## config.mk

```make
export PLATFORM = sky130hd
export DESIGN_NAME = instruction_fetch
export DESIGN_NICKNAME = d
export VERILOG_FILES = /design/src/rtl/instruction_fetch.sv
export SDC_FILE = /design/constraint.sdc
export NUM_CORES = 1
export LEC_CHECK = 0
export ABC_AREA = 0
export CAP_MARGIN = 25
export CORE_AREA = 4 4 151 153
export CTS_BUF_LIST = sky130_fd_sc_hd__clkbuf_8
export CTS_CLUSTER_SIZE = 10
export DETAILED_ROUTE_END_ITERATION = 10
export DIE_AREA = 0 0 155 157
export GPL_TIMING_DRIVEN = 1
export SLEW_MARGIN = 30
export SYNTH_ARGS = -nofsm -noshare
export SYNTH_HDL_FRONTEND = slang
export SYNTH_SLANG_ARGS = --single-unit
```

## constraint.sdc

```tcl
create_clock -name clk -period 6 [get_ports clk]
set_input_delay 1.2 -clock clk [delete_from_list [all_inputs] [get_ports clk]]
set_output_delay 1.2 -clock clk [all_outputs]
set_load 0.01 [all_outputs]
```

## src/rtl/instruction_fetch.sv

```systemverilog
// Single-outstanding instruction fetch unit: issues one memory read at a time,
// holds the returned word for the decoder, and handles redirects and misaligned targets.
module instruction_fetch #(
    parameter logic [31:0] RESET_PC = 32'h0000_0000
) (
    input  logic        clk,
    input  logic        rst,
    output logic        mem_req,
    output logic [31:0] mem_addr,
    input  logic        mem_rvalid,
    input  logic [31:0] mem_rdata,
    output logic [31:0] instr,
    output logic [31:0] instr_pc,
    output logic        instr_valid,
    input  logic        instr_ready,
    input  logic        redirect,
    input  logic [31:0] redirect_pc,
    output logic        misaligned
);

    typedef enum logic [1:0] {
        S_FETCH,
        S_WAIT,
        S_HOLD,
        S_ERROR
    } state_t;

    localparam logic [31:0] NOP = 32'h0000_0013;

    state_t      state_q, state_d;
    logic [31:0] pc_q, pc_d;
    logic        discard_q, discard_d;
    logic        mem_req_q, mem_req_d;
    logic [31:0] mem_addr_q, mem_addr_d;
    logic [31:0] instr_q, instr_d;
    logic [31:0] instr_pc_q, instr_pc_d;
    logic        instr_valid_q, instr_valid_d;
    logic        misaligned_q, misaligned_d;

    logic redir_ok;
    logic redir_bad;

    assign redir_ok  = redirect && (redirect_pc[1:0] == 2'b00);
    assign redir_bad = redirect && (redirect_pc[1:0] != 2'b00);

    always_comb begin
        // NOTE: every _d signal gets a default first so no path leaves it unassigned (no latch).
        state_d       = state_q;
        pc_d          = pc_q;
        discard_d     = discard_q;
        mem_req_d     = 1'b0;
        mem_addr_d    = mem_addr_q;
        instr_d       = instr_q;
        instr_pc_d    = instr_pc_q;
        instr_valid_d = 1'b0;
        misaligned_d  = misaligned_q;

        if (state_q != S_ERROR && redir_bad) begin
            state_d      = S_ERROR;
            misaligned_d = 1'b1;
            discard_d    = 1'b0;
        end else begin
            unique case (state_q)
                S_FETCH: begin
                    if (!mem_req_q) begin
                        // First cycle out of reset: the request has not been launched yet.
                        mem_req_d  = 1'b1;
                        pc_d       = redir_ok ? redirect_pc : pc_q;
                        mem_addr_d = redir_ok ? redirect_pc : pc_q;
                    end else begin
                        state_d = S_WAIT;
                        if (redir_ok) begin
                            pc_d      = redirect_pc;
                            discard_d = 1'b1;
                        end
                    end
                end
                S_WAIT: begin
                    if (mem_rvalid && (discard_q || redir_ok)) begin
                        discard_d  = 1'b0;
                        state_d    = S_FETCH;
                        mem_req_d  = 1'b1;
                        pc_d       = redir_ok ? redirect_pc : pc_q;
                        mem_addr_d = redir_ok ? redirect_pc : pc_q;
                    end else if (mem_rvalid) begin
                        instr_d       = mem_rdata;
                        instr_pc_d    = pc_q;
                        instr_valid_d = 1'b1;
                        state_d       = S_HOLD;
                    end else if (redir_ok) begin
                        pc_d      = redirect_pc;
                        discard_d = 1'b1;
                    end
                end
                S_HOLD: begin
                    // A redirect wins over pc+4 even when the decoder accepts this cycle.
                    if (redir_ok) begin
                        pc_d       = redirect_pc;
                        mem_addr_d = redirect_pc;
                        mem_req_d  = 1'b1;
                        state_d    = S_FETCH;
                    end else if (instr_ready) begin
                        pc_d       = pc_q + 32'd4;
                        mem_addr_d = pc_q + 32'd4;
                        mem_req_d  = 1'b1;
                        state_d    = S_FETCH;
                    end else begin
                        instr_valid_d = 1'b1;
                    end
                end
                S_ERROR: begin
                    state_d = S_ERROR;
                end
                default: begin
                    state_d = S_ERROR;
                end
            endcase
        end
    end

    // NOTE: sequential state uses non-blocking assignments only.
    always_ff @(posedge clk or posedge rst) begin
        if (rst) begin
            state_q       <= S_FETCH;
            pc_q          <= RESET_PC;
            discard_q     <= 1'b0;
            mem_req_q     <= 1'b0;
            mem_addr_q    <= RESET_PC;
            instr_q       <= NOP;
            instr_pc_q    <= 32'h0000_0000;
            instr_valid_q <= 1'b0;
            misaligned_q  <= 1'b0;
        end else begin
            state_q       <= state_d;
            pc_q          <= pc_d;
            discard_q     <= discard_d;
            mem_req_q     <= mem_req_d;
            mem_addr_q    <= mem_addr_d;
            instr_q       <= instr_d;
            instr_pc_q    <= instr_pc_d;
            instr_valid_q <= instr_valid_d;
            misaligned_q  <= misaligned_d;
        end
    end

    assign mem_req     = mem_req_q;
    assign mem_addr    = mem_addr_q;
    assign instr       = instr_q;
    assign instr_pc    = instr_pc_q;
    assign instr_valid = instr_valid_q;
    assign misaligned  = misaligned_q;

endmodule

```

# Word level (Yosys, flattened, before mapping)
# Cells that the tools add are included.
word_totals:
  register_bits: 134
  out_inout_bits: 99
op_classes:
  bitwise_logic: 2
  add_sub_neg: 1
  n_mux: 34
  reduce_logical: 15
  n_eq_ne: 12
ops:
  columns: ["cell", "n"]
  rows:
  - ["2-to-1 mux 32 bit", 7]
  - ["case mux 32 bit (3 select lines)", 2]
  - ["adder 32 x 3 -> 32 bit, second input constant", 1]
  - ["2-to-1 mux 1 bit", 15]
  - ["2-to-1 mux 2 bit", 6]
  - ["inequality test 4 bit, second input constant", 3]
  - ["inequality test 3 bit, second input constant", 3]
  - ["case mux 2 bit (4 select lines)", 1]
  - ["AND reduction 4 bit", 2]
  - ["inequality test 2 bit, second input constant", 3]
  - ["AND reduction 3 bit", 2]
  - ["nonzero test 3 bit", 2]
  - ["AND reduction 5 bit", 1]
  - ["equality test 2 bit, second input constant", 2]
  - ["logical AND 1 bit", 4]
  - ["zero test 2 bit", 2]
  - ["case mux 1 bit (2 select lines)", 2]
  - ["case mux 1 bit (3 select lines)", 1]
  - ["equality test 2 x 1 -> 1 bit, second input constant", 1]
  - ["inverter 1 bit", 2]
  - ["nonzero test 2 bit", 1]
  - ["logical OR 1 bit", 1]

# Depth between registers and ports, before layout
# Gate-level depths: netlist (run 1).
depth:
  word_depth: 7
  mapped_depth: 9
  depth_no_buf: 7

# Worst setup path before layout (run 1)
# No wires, ideal clock.
synth_path:
  path_kind: "input to register"
  from: "input redirect_pc[0]"
  to: "register pc_q[10]"
  arrival_ps: 2618
  setup_slack_ps: 3244
  stages: 6
  required_ps: 5863
  setup_ps: 137
  cell_sequence: "nor3b_2 nor3_1 nor3_1 clkbuf_1 clkbuf_1 a21oi_1"
synth_via:
  elab_chain_cells: 6
  word_cells_on_any_way: 16
  classes_between: "eq/ne: 2; mux: 5; bitwise: 1; reduce/logical: 8"
synth_lines:
  columns: ["item", "line_no", "rtl"]
  rows:
  - ["from (decl)", "17", "input logic [31:0] redirect_pc,"]
  - ["zero test 2 bit", "43", "assign redir_ok = redirect && (redirect_pc[1:0] == 2'b00);"]
  - ["logical AND 1 bit", "43", null]
  - ["2-to-1 mux 32 bit / logical OR 1 bit (equally long branches)", null, null]
  - ["2-to-1 mux 32 bit / logical AND 1 bit (equally long branches)", null, null]
  - ["2-to-1 mux 32 bit / inequality test 3 bit (equally long branches)", null, null]
  - ["case mux 32 bit (3 select lines) / AND reduction 4 bit (equally long branches)", null, null]
  - ["to (signal assigned)", "135", "pc_q <= pc_d;"]
  - ["to (decl)", "31", "logic [31:0] pc_q, pc_d;"]
# Parallel ways exist; a longest one is shown, timed or not. The select of a mux whose other input is x is not followed.
# A chain may end at the register's enable or synchronous reset.

# Worst setup path in the final report (run 1)
layout_path:
  from: "input redirect"
  to: "register mem_addr_q[29], in the netlist mem_addr[29]"
layout_via:
  elab_chain_cells: 5
  word_cells_on_any_way: 14
  classes_between: "eq/ne: 2; mux: 5; bitwise: 1; reduce/logical: 6"
layout_lines:
  columns: ["item", "line_no", "rtl"]
  rows:
  - ["from (decl)", "16", "input logic redirect,"]
  - ["logical AND 1 bit", "43", null]
  - ["logical OR 1 bit", "79", "if (mem_rvalid && (discard_q || redir_ok)) begin"]
  - ["logical AND 1 bit", "79", null]
  - ["inequality test 2 bit (no line)", null, null]
  - ["AND reduction 5 bit (no line)", null, null]
  - ["to (signal assigned)", "138", "mem_addr_q <= mem_addr_d;"]
  - ["to (decl)", "34", "logic [31:0] mem_addr_q, mem_addr_d;"]
# Parallel ways exist; a longest one is shown, timed or not. The select of a mux whose other input is x is not followed.

==> results.md, run 1 <==
• **number of DRC markers after the initial detailed-route iteration** 325
• **vertical die dimension** 157 microns
• **commonest cells after routing, fill and taps aside** clkdlybuf4s50_1 (167), dfrtp_1 (131), nand2_1 (82)
• **1st-pass router iterations** 5
• **Final GP Congestion** 0.761
• **most common library cell in the layout ignoring fill and taps** clkdlybuf4s50_1
• **sink count of the clock tree** 134
• **Final TNS setup** 0 ns
• **io pins** 168
• **net switching share of the total power** 0.370
• **sequential-to-total area share from yosys stat** 0.526
• **via count of the first global-routing pass** 5,038
• **H-tree depth reported by CTS** 4
• **worst-path maximum fanout** 43
• **cell internal power dissipation** 2.84 mW
• **row count** 54
• **number of fill cells in the layout** 2,084
• **number of nets with antenna violations after routing** 0
• **critical register-to-register path startpoint** state_q[0]$_DFFE_PP0P_
• **combinational fraction of design power** 0.446
• **beginning of the critical path** redirect
• **Detail Placement HPWL** 12.6 mm
• **vias per std cell** 4.85
• **CP peak stage delay** 0.74 ns
• **total power draw** 4.51 mW
• **number of max-cap violations** 0
• **Max Freq** 273 MHz
• **register share of total power** 0.381
• **required time of the critical path** 6.36 ns
• **vias after detailed routing** 5,059
• **setup repair after global routing missed its margin** false
• **number of warning messages in the yosys log** 0
• **CTS tree** done
• **WL/cell** 17.5 microns
• **pin slew with the least headroom to its limit** 0.936 ns
• **depth of the worst register-to-register path** 6
• **Max Clock Skew** 0.0168 ns
• **launching element type of the critical path** input pin
• **switching pwr** 1.67 mW
• **number of enable flip-flop cells after synthesis** 0
• **Layout Cells excl Fill** 1,043
• **total length of routed wires** 18.2 mm
• **crit-path leading delay family** compound AO/OA/AOI/OAI gates
• **result of the run** completed
• **total of cells resized after clock tree synthesis** 0
• **synthesized net count** 679
• **CTS Buf Count** 17
• **number of DRC violations after detailed routing** 0
• **layout cells sized above 1** 0.151
• **clock latency of the later-clocked register in the worst-skew pair** 0.45 ns
• **final-report hold violation count** 0
• **input/output buffers** 167
• **critical path type** input pin to register
• **cell with the largest stage delay on the worst path** a2111o_2
• **maximum buffer depth of the clock tree** 2
• **worst-case register-to-register setup slack** 3.00 ns
• **Cell Pwr Density** 519 nW/um^2
• **total count of max-transition violations in the final report** 0
• **Netlist cell types** 56
• **proportion of synthesized flip-flops having asynchronous set or reset** 1.00
• **critical path depth** 7
• **arrival time reported for the critical path endpoint** 4.03 ns
• **count of endpoints failing setup in the final report** 0
• **crit end category** register
• **global-route congestion overflow total** 0
• **number of storage elements in the synthesis netlist** 134
• **core area** 21,600 sq um
• **CTS root buf** clkbuf_8
• **endpoint of the worst register-to-register path** mem_addr[29]$_DFFE_PP0P_
• **post-CTS clock slew at the launch and capture registers of the worst setup and hold paths** 0.08 ns
• **antenna violations before repair** 0
• **largest voltage drop on the vdd net** 0.000162 V
• **cell types occupying the most area after synthesis** dfrtp_1 (51%), mux2_2 (12%), nand2_1 (4.9%)
• **number of placed instances, taps included** 1,011
• **netlist area before placement** 6380 sq um
• **number of nets in the layout** 825
• **Max-slew headroom** 0.376
• **chip width** 155 microns
• **area grow syn2layout** 36.3%
• **clock period minus final worst setup slack** 3.67 ns
• **final critical-path share of the clock period** 0.611
• **Synth Instances** 604
• **clock group share of total power** 0.174
• **Lkg Pwr** 3.58 nW
• **Die Outline Area** 24,300 sq um
• **Critical Path End** mem_addr[29]$_DFFE_PP0P_
• **initial standard-cell utilization of the core** 0.296
• **maximum number of pins on one net before global-route repair** 102
• **post-CTS setup buffer count** 0
• **first-pass GRT wire length** 28.4 mm
• **Avg Cell Area, Syn** 10.6 sq um
• **n_diodes** 0
• **Hold/Removal Path Class** register to register
• **crit path buf inv count** 2
• **leading register cell type out of synthesis** dfrtp_1
• **GR Util All Layers** 0.149
• **top cell type by total area after synthesis** dfrtp_1
• **cell breakdown of the critical path** clkdlybuf4s50_1, nor3b_4, buf_4, nor3b_1, a2111o_2, nand2b_1, o221ai_1
• **CTS Hold Bufs** 0
• **area share of the largest cell type after synthesis** 0.514
cells in the mapped netlist, types with 12 or more instances:
master and instances:
a21oi_1 23, nor2_1 39, a2bb2oi_1 12, xor2_1 15, o21ai_0 25, nand2_1 84, dfrtp_1 131, o221ai_1 12
o22ai_1 15, clkbuf_1 29, nand4_1 14, mux2_2 66
stage by stage:
| stage | utilization | instance area (sq um) | setup slack, ns | hold WS [ns] |
|---|---|---|---|---|
| 2_1_floorplan | - | 6380 | 1.22 | 0.476 |
| 3_3_place_gp | 0.385 | 8290 | 1.88 | 0.452 |
| 3_5_place_dp | 0.385 | 8290 | 1.83 | 0.460 |
| 4_1_cts | 0.403 | 8700 | 2.34 | 0.481 |
| 5_1_grt | 0.404 | 8700 | 2.18 | 0.494 |
| 6_report | 0.404 | 8700 | 2.33 | 0.471 |
cell families (layout without fill, tap and decap cells):
logic type | count (synthesis) | in the layout | synth area share
multiplexers | 68 | 68 | 0.120
XOR/XNOR | 22 | 22 | 0.0302
adder cells (fa/ha/maj) | 6 | 6 | 0.0118
AO/OA/AOI/OAI | 134 | 134 | 0.143
flip-flops | 134 | 134 | 0.526
buffers and inverters | 57 | 216 | 0.0361
AND/OR/NAND/NOR | 183 | 183 | 0.133
registers in the layout, summed over array words and instances (netlist names):
register / cells
discard_q: 1
instr: 32
instr_pc: 32
instr_valid: 1
mem_addr: 32
mem_req: 1
misaligned: 1
pc_q: 32
state_q: 2
worst min path at each step:
stage	startpoint	slack (ns)	end	cells after the start
global placement	misaligned$_DFFE_PP0P_	0.45	misaligned$_DFFE_PP0P_	1
global route	misaligned$_DFFE_PP0P_	0.49	misaligned$_DFFE_PP0P_	1
floorplan	pc_q[0]$_DFFE_PP0P_	0.48	pc_q[0]$_DFFE_PP0P_	1
detailed placement	misaligned$_DFFE_PP0P_	0.46	misaligned$_DFFE_PP0P_	1
CTS	misaligned$_DFFE_PP0P_	0.48	misaligned$_DFFE_PP0P_	1
finish	misaligned$_DFFE_PP0P_	0.47	misaligned$_DFFE_PP0P_	1
area by class of cell:
cell class	count	area [sq um]	share of cell area
sequential	134	3360	0.386
multi-input combinational	413	2820	0.324
timing repair buffer	174	1720	0.198
tap	280	350	0.0403
clock buffer	19	262	0.0301
clock inverter	13	141	0.0163
inverter	10	45.0	0.00518
routing by layer:
| metal | global-route usage | wire length (microns) | vias up |
|---|---|---|---|
| li1 | - | - | 2461 |
| met1 | 0.205 | 8370 | 2449 |
| met2 | 0.223 | 8400 | 134 |
| met3 | 0.0476 | 1210 | 15 |
| met4 | 0.0509 | 233 | 0 |
| met5 | 0 | 0 | - |
power by group through the flow:
stage / Combinational (mW) / Sequential [mW] / Clock (mW)
floorplan: 1.04 / 1.73 / 0
global placement: 2.03 / 1.72 / 0
detailed placement: 2.04 / 1.73 / 0
CTS: 2.05 / 1.72 / 0.808
global route: 2.21 / 1.78 / 0.848
finish: 2.01 / 1.72 / 0.784
No activity file was read; power rests on OpenSTA's default activity.
==> run 2: changes to the inputs <==
==> constraint.sdc (replaced) <==
create_clock -name clk -period 3.5 [get_ports clk]
set_input_delay 0.7 -clock clk [delete_from_list [all_inputs] [get_ports clk]]
set_output_delay 0.7 -clock clk [all_outputs]
set_load 0.01 [all_outputs]
==> results.md, run 2 (synthesis results as in run 1) <==
• **Max Clock Skew** 0.00632 ns
• **layout cells sized above 1** 0.160
• **arrival time reported for the critical path endpoint** 2.96 ns
• **footprint of the multi-input gates** 2820 sq um
• **launching element type of the critical path** register
• **WL/cell** 17.5 microns
• **maximum buffer depth of the clock tree** 2
• **final-report hold violation count** 0
• **final critical-path share of the clock period** 0.764
• **largest voltage drop on the vdd net** 0.000296 V
• **CTS Hold Bufs** 0
• **initial standard-cell utilization of the core** 0.296
• **GR Util All Layers** 0.153
• **Final GP Congestion** 0.806
• **chip width** 155 microns
• **total length of routed wires** 18.4 mm
• **total power draw** 7.88 mW
• **area grow syn2layout** 37.8%
• **vias after detailed routing** 5,191
• **number of placed instances, taps included** 1,015
• **hold path depth** 1
• **1st-pass router iterations** 5
• **number of max-cap violations** 0
• **Cell Pwr Density** 896 nW/um^2
• **Layout Cells excl Fill** 1,047
• **final core utilization** 0.408
• **antenna violations before repair** 0
• **CP peak stage delay** 0.55 ns
• **Detail Placement HPWL** 12.8 mm
• **via count of the first global-routing pass** 5,159
• **pin slew with the least headroom to its limit** 0.885 ns
• **count of endpoints failing setup in the final report** 0
• **required time of the critical path** 3.79 ns
• **Final TNS setup** 0 ns
• **crit end category** register
• **cell breakdown of the critical path** inv_1, ha_1, buf_4, nor3b_1, a2111o_2, nand2b_1, o221ai_1
• **input/output buffers** 167
• **core area** 21,600 sq um
• **setup repair after global routing missed its margin** false
• **worst-path maximum fanout** 12
• **number of nets in the layout** 829
• **H-tree depth reported by CTS** 4
• **number of nets with antenna violations after routing** 0
• **number of fill cells in the layout** 2,093
• **Max-slew headroom** 0.410
• **CTS root buf** clkbuf_8
• **Hold/Removal Path Class** register to register
• **row count** 54
• **crit-path leading delay family** simple AND/OR/NAND/NOR gates
• **CTS Buf Count** 17
• **post-CTS setup buffer count** 0
• **total of cells resized after clock tree synthesis** 0
• **io pins** 168
• **clock latency of the later-clocked register in the worst-skew pair** 0.43 ns
• **depth of the worst register-to-register path** 7
• **maximum number of pins on one net before global-route repair** 135
• **cell with the largest stage delay on the worst path** nor3b_1
• **post-CTS clock slew at the launch and capture registers of the worst setup and hold paths** 0.07 ns
• **total count of max-transition violations in the final report** 0
• **vertical die dimension** 157 microns
• **critical path type** register to register
• **worst hold margin** 0.478 ns
• **register cell area after layout** 3360 sq um
• **sink count of the clock tree** 134
• **Lkg Pwr** 3.63 nW
• **crit path buf inv count** 2
• **critical path depth** 7
• **Die Outline Area** 24,300 sq um
• **clock period minus final worst setup slack** 2.67 ns
• **number of DRC markers after the initial detailed-route iteration** 262
• **global-route congestion overflow total** 0
• **Max Freq** 374 MHz
• **result of the run** completed
• **vias per std cell** 4.96
• **commonest cells after routing, fill and taps aside** clkdlybuf4s50_1 (167), dfrtp_1 (131), nand2_1 (82)
• **CTS tree** done
• **n_diodes** 0
• **most common library cell in the layout ignoring fill and taps** clkdlybuf4s50_1
• **number of DRC violations after detailed routing** 0
• **first-pass GRT wire length** 29.3 mm
-- run 2: changes by cell type in the layout (fill, tap and decap cells not counted), moves of 2 or more --
cell | before | now
buf_4 | 7 | 9
inv_1 | 14 | 10
clkinvlp_4 | 3 | 1
clkinv_2 | 2 | 5
buf_12 | 0 | 2
clkbuf_8 | 19 | 22
-- run 2: path summary, 6_finish.rpt --
path	start	end	slack (ns)
max	state_q[0]$_DFFE_PP0P_	mem_addr[13]$_DFFE_PP0P_	0.83
min	misaligned$_DFFE_PP0P_	misaligned$_DFFE_PP0P_	0.48
max reg2reg	state_q[0]$_DFFE_PP0P_	mem_addr[13]$_DFFE_PP0P_	0.83
min reg2reg	misaligned$_DFFE_PP0P_	misaligned$_DFFE_PP0P_	0.48
max in group asynchronous	rst	pc_q[8]$_DFFE_PP0P_	2.02
min in group asynchronous	rst	instr[20]$_DFFE_PP0P_	0.73
-- run 2: area by class of cell --
cell class,instances,area share
inverters,10,0.00469
clock inverters,10,0.0169
multi-input cells,413,0.320
repair buffers,178,0.202
clock buffers,22,0.0344
flip-flops and latches,134,0.382
well taps,280,0.0398
-- run 2: power by group --
part	switching (mW)	internal [mW]	total, mW
clock	0.593	0.864	1.46
sequential	0.659	2.28	2.94
combinational	1.60	1.88	3.48
total	2.85	5.03	7.88
-- run 2: metrics by stage --
step           setup slack (ns)  instance area, sq um
3_3_place_gp              0.437                  8350
4_1_cts                   0.807                  8800
5_1_grt                   0.590                  8800
6_report                  0.826                  8800
3_5_place_dp              0.392                  8350
2_1_floorplan              1.12                  6390
-- run 2: metal layers --
| layer | global-route usage | vias up | share of wire |
|---|---|---|---|
| met4 | 0.0484 | 0 | 0.020 |
| met3 | 0.0462 | 23 | 0.070 |
| li1 | - | 2464 | - |
| met5 | 0 | - | 0 |
| met2 | 0.226 | 166 | 0.44 |
| met1 | 0.216 | 2538 | 0.47 |
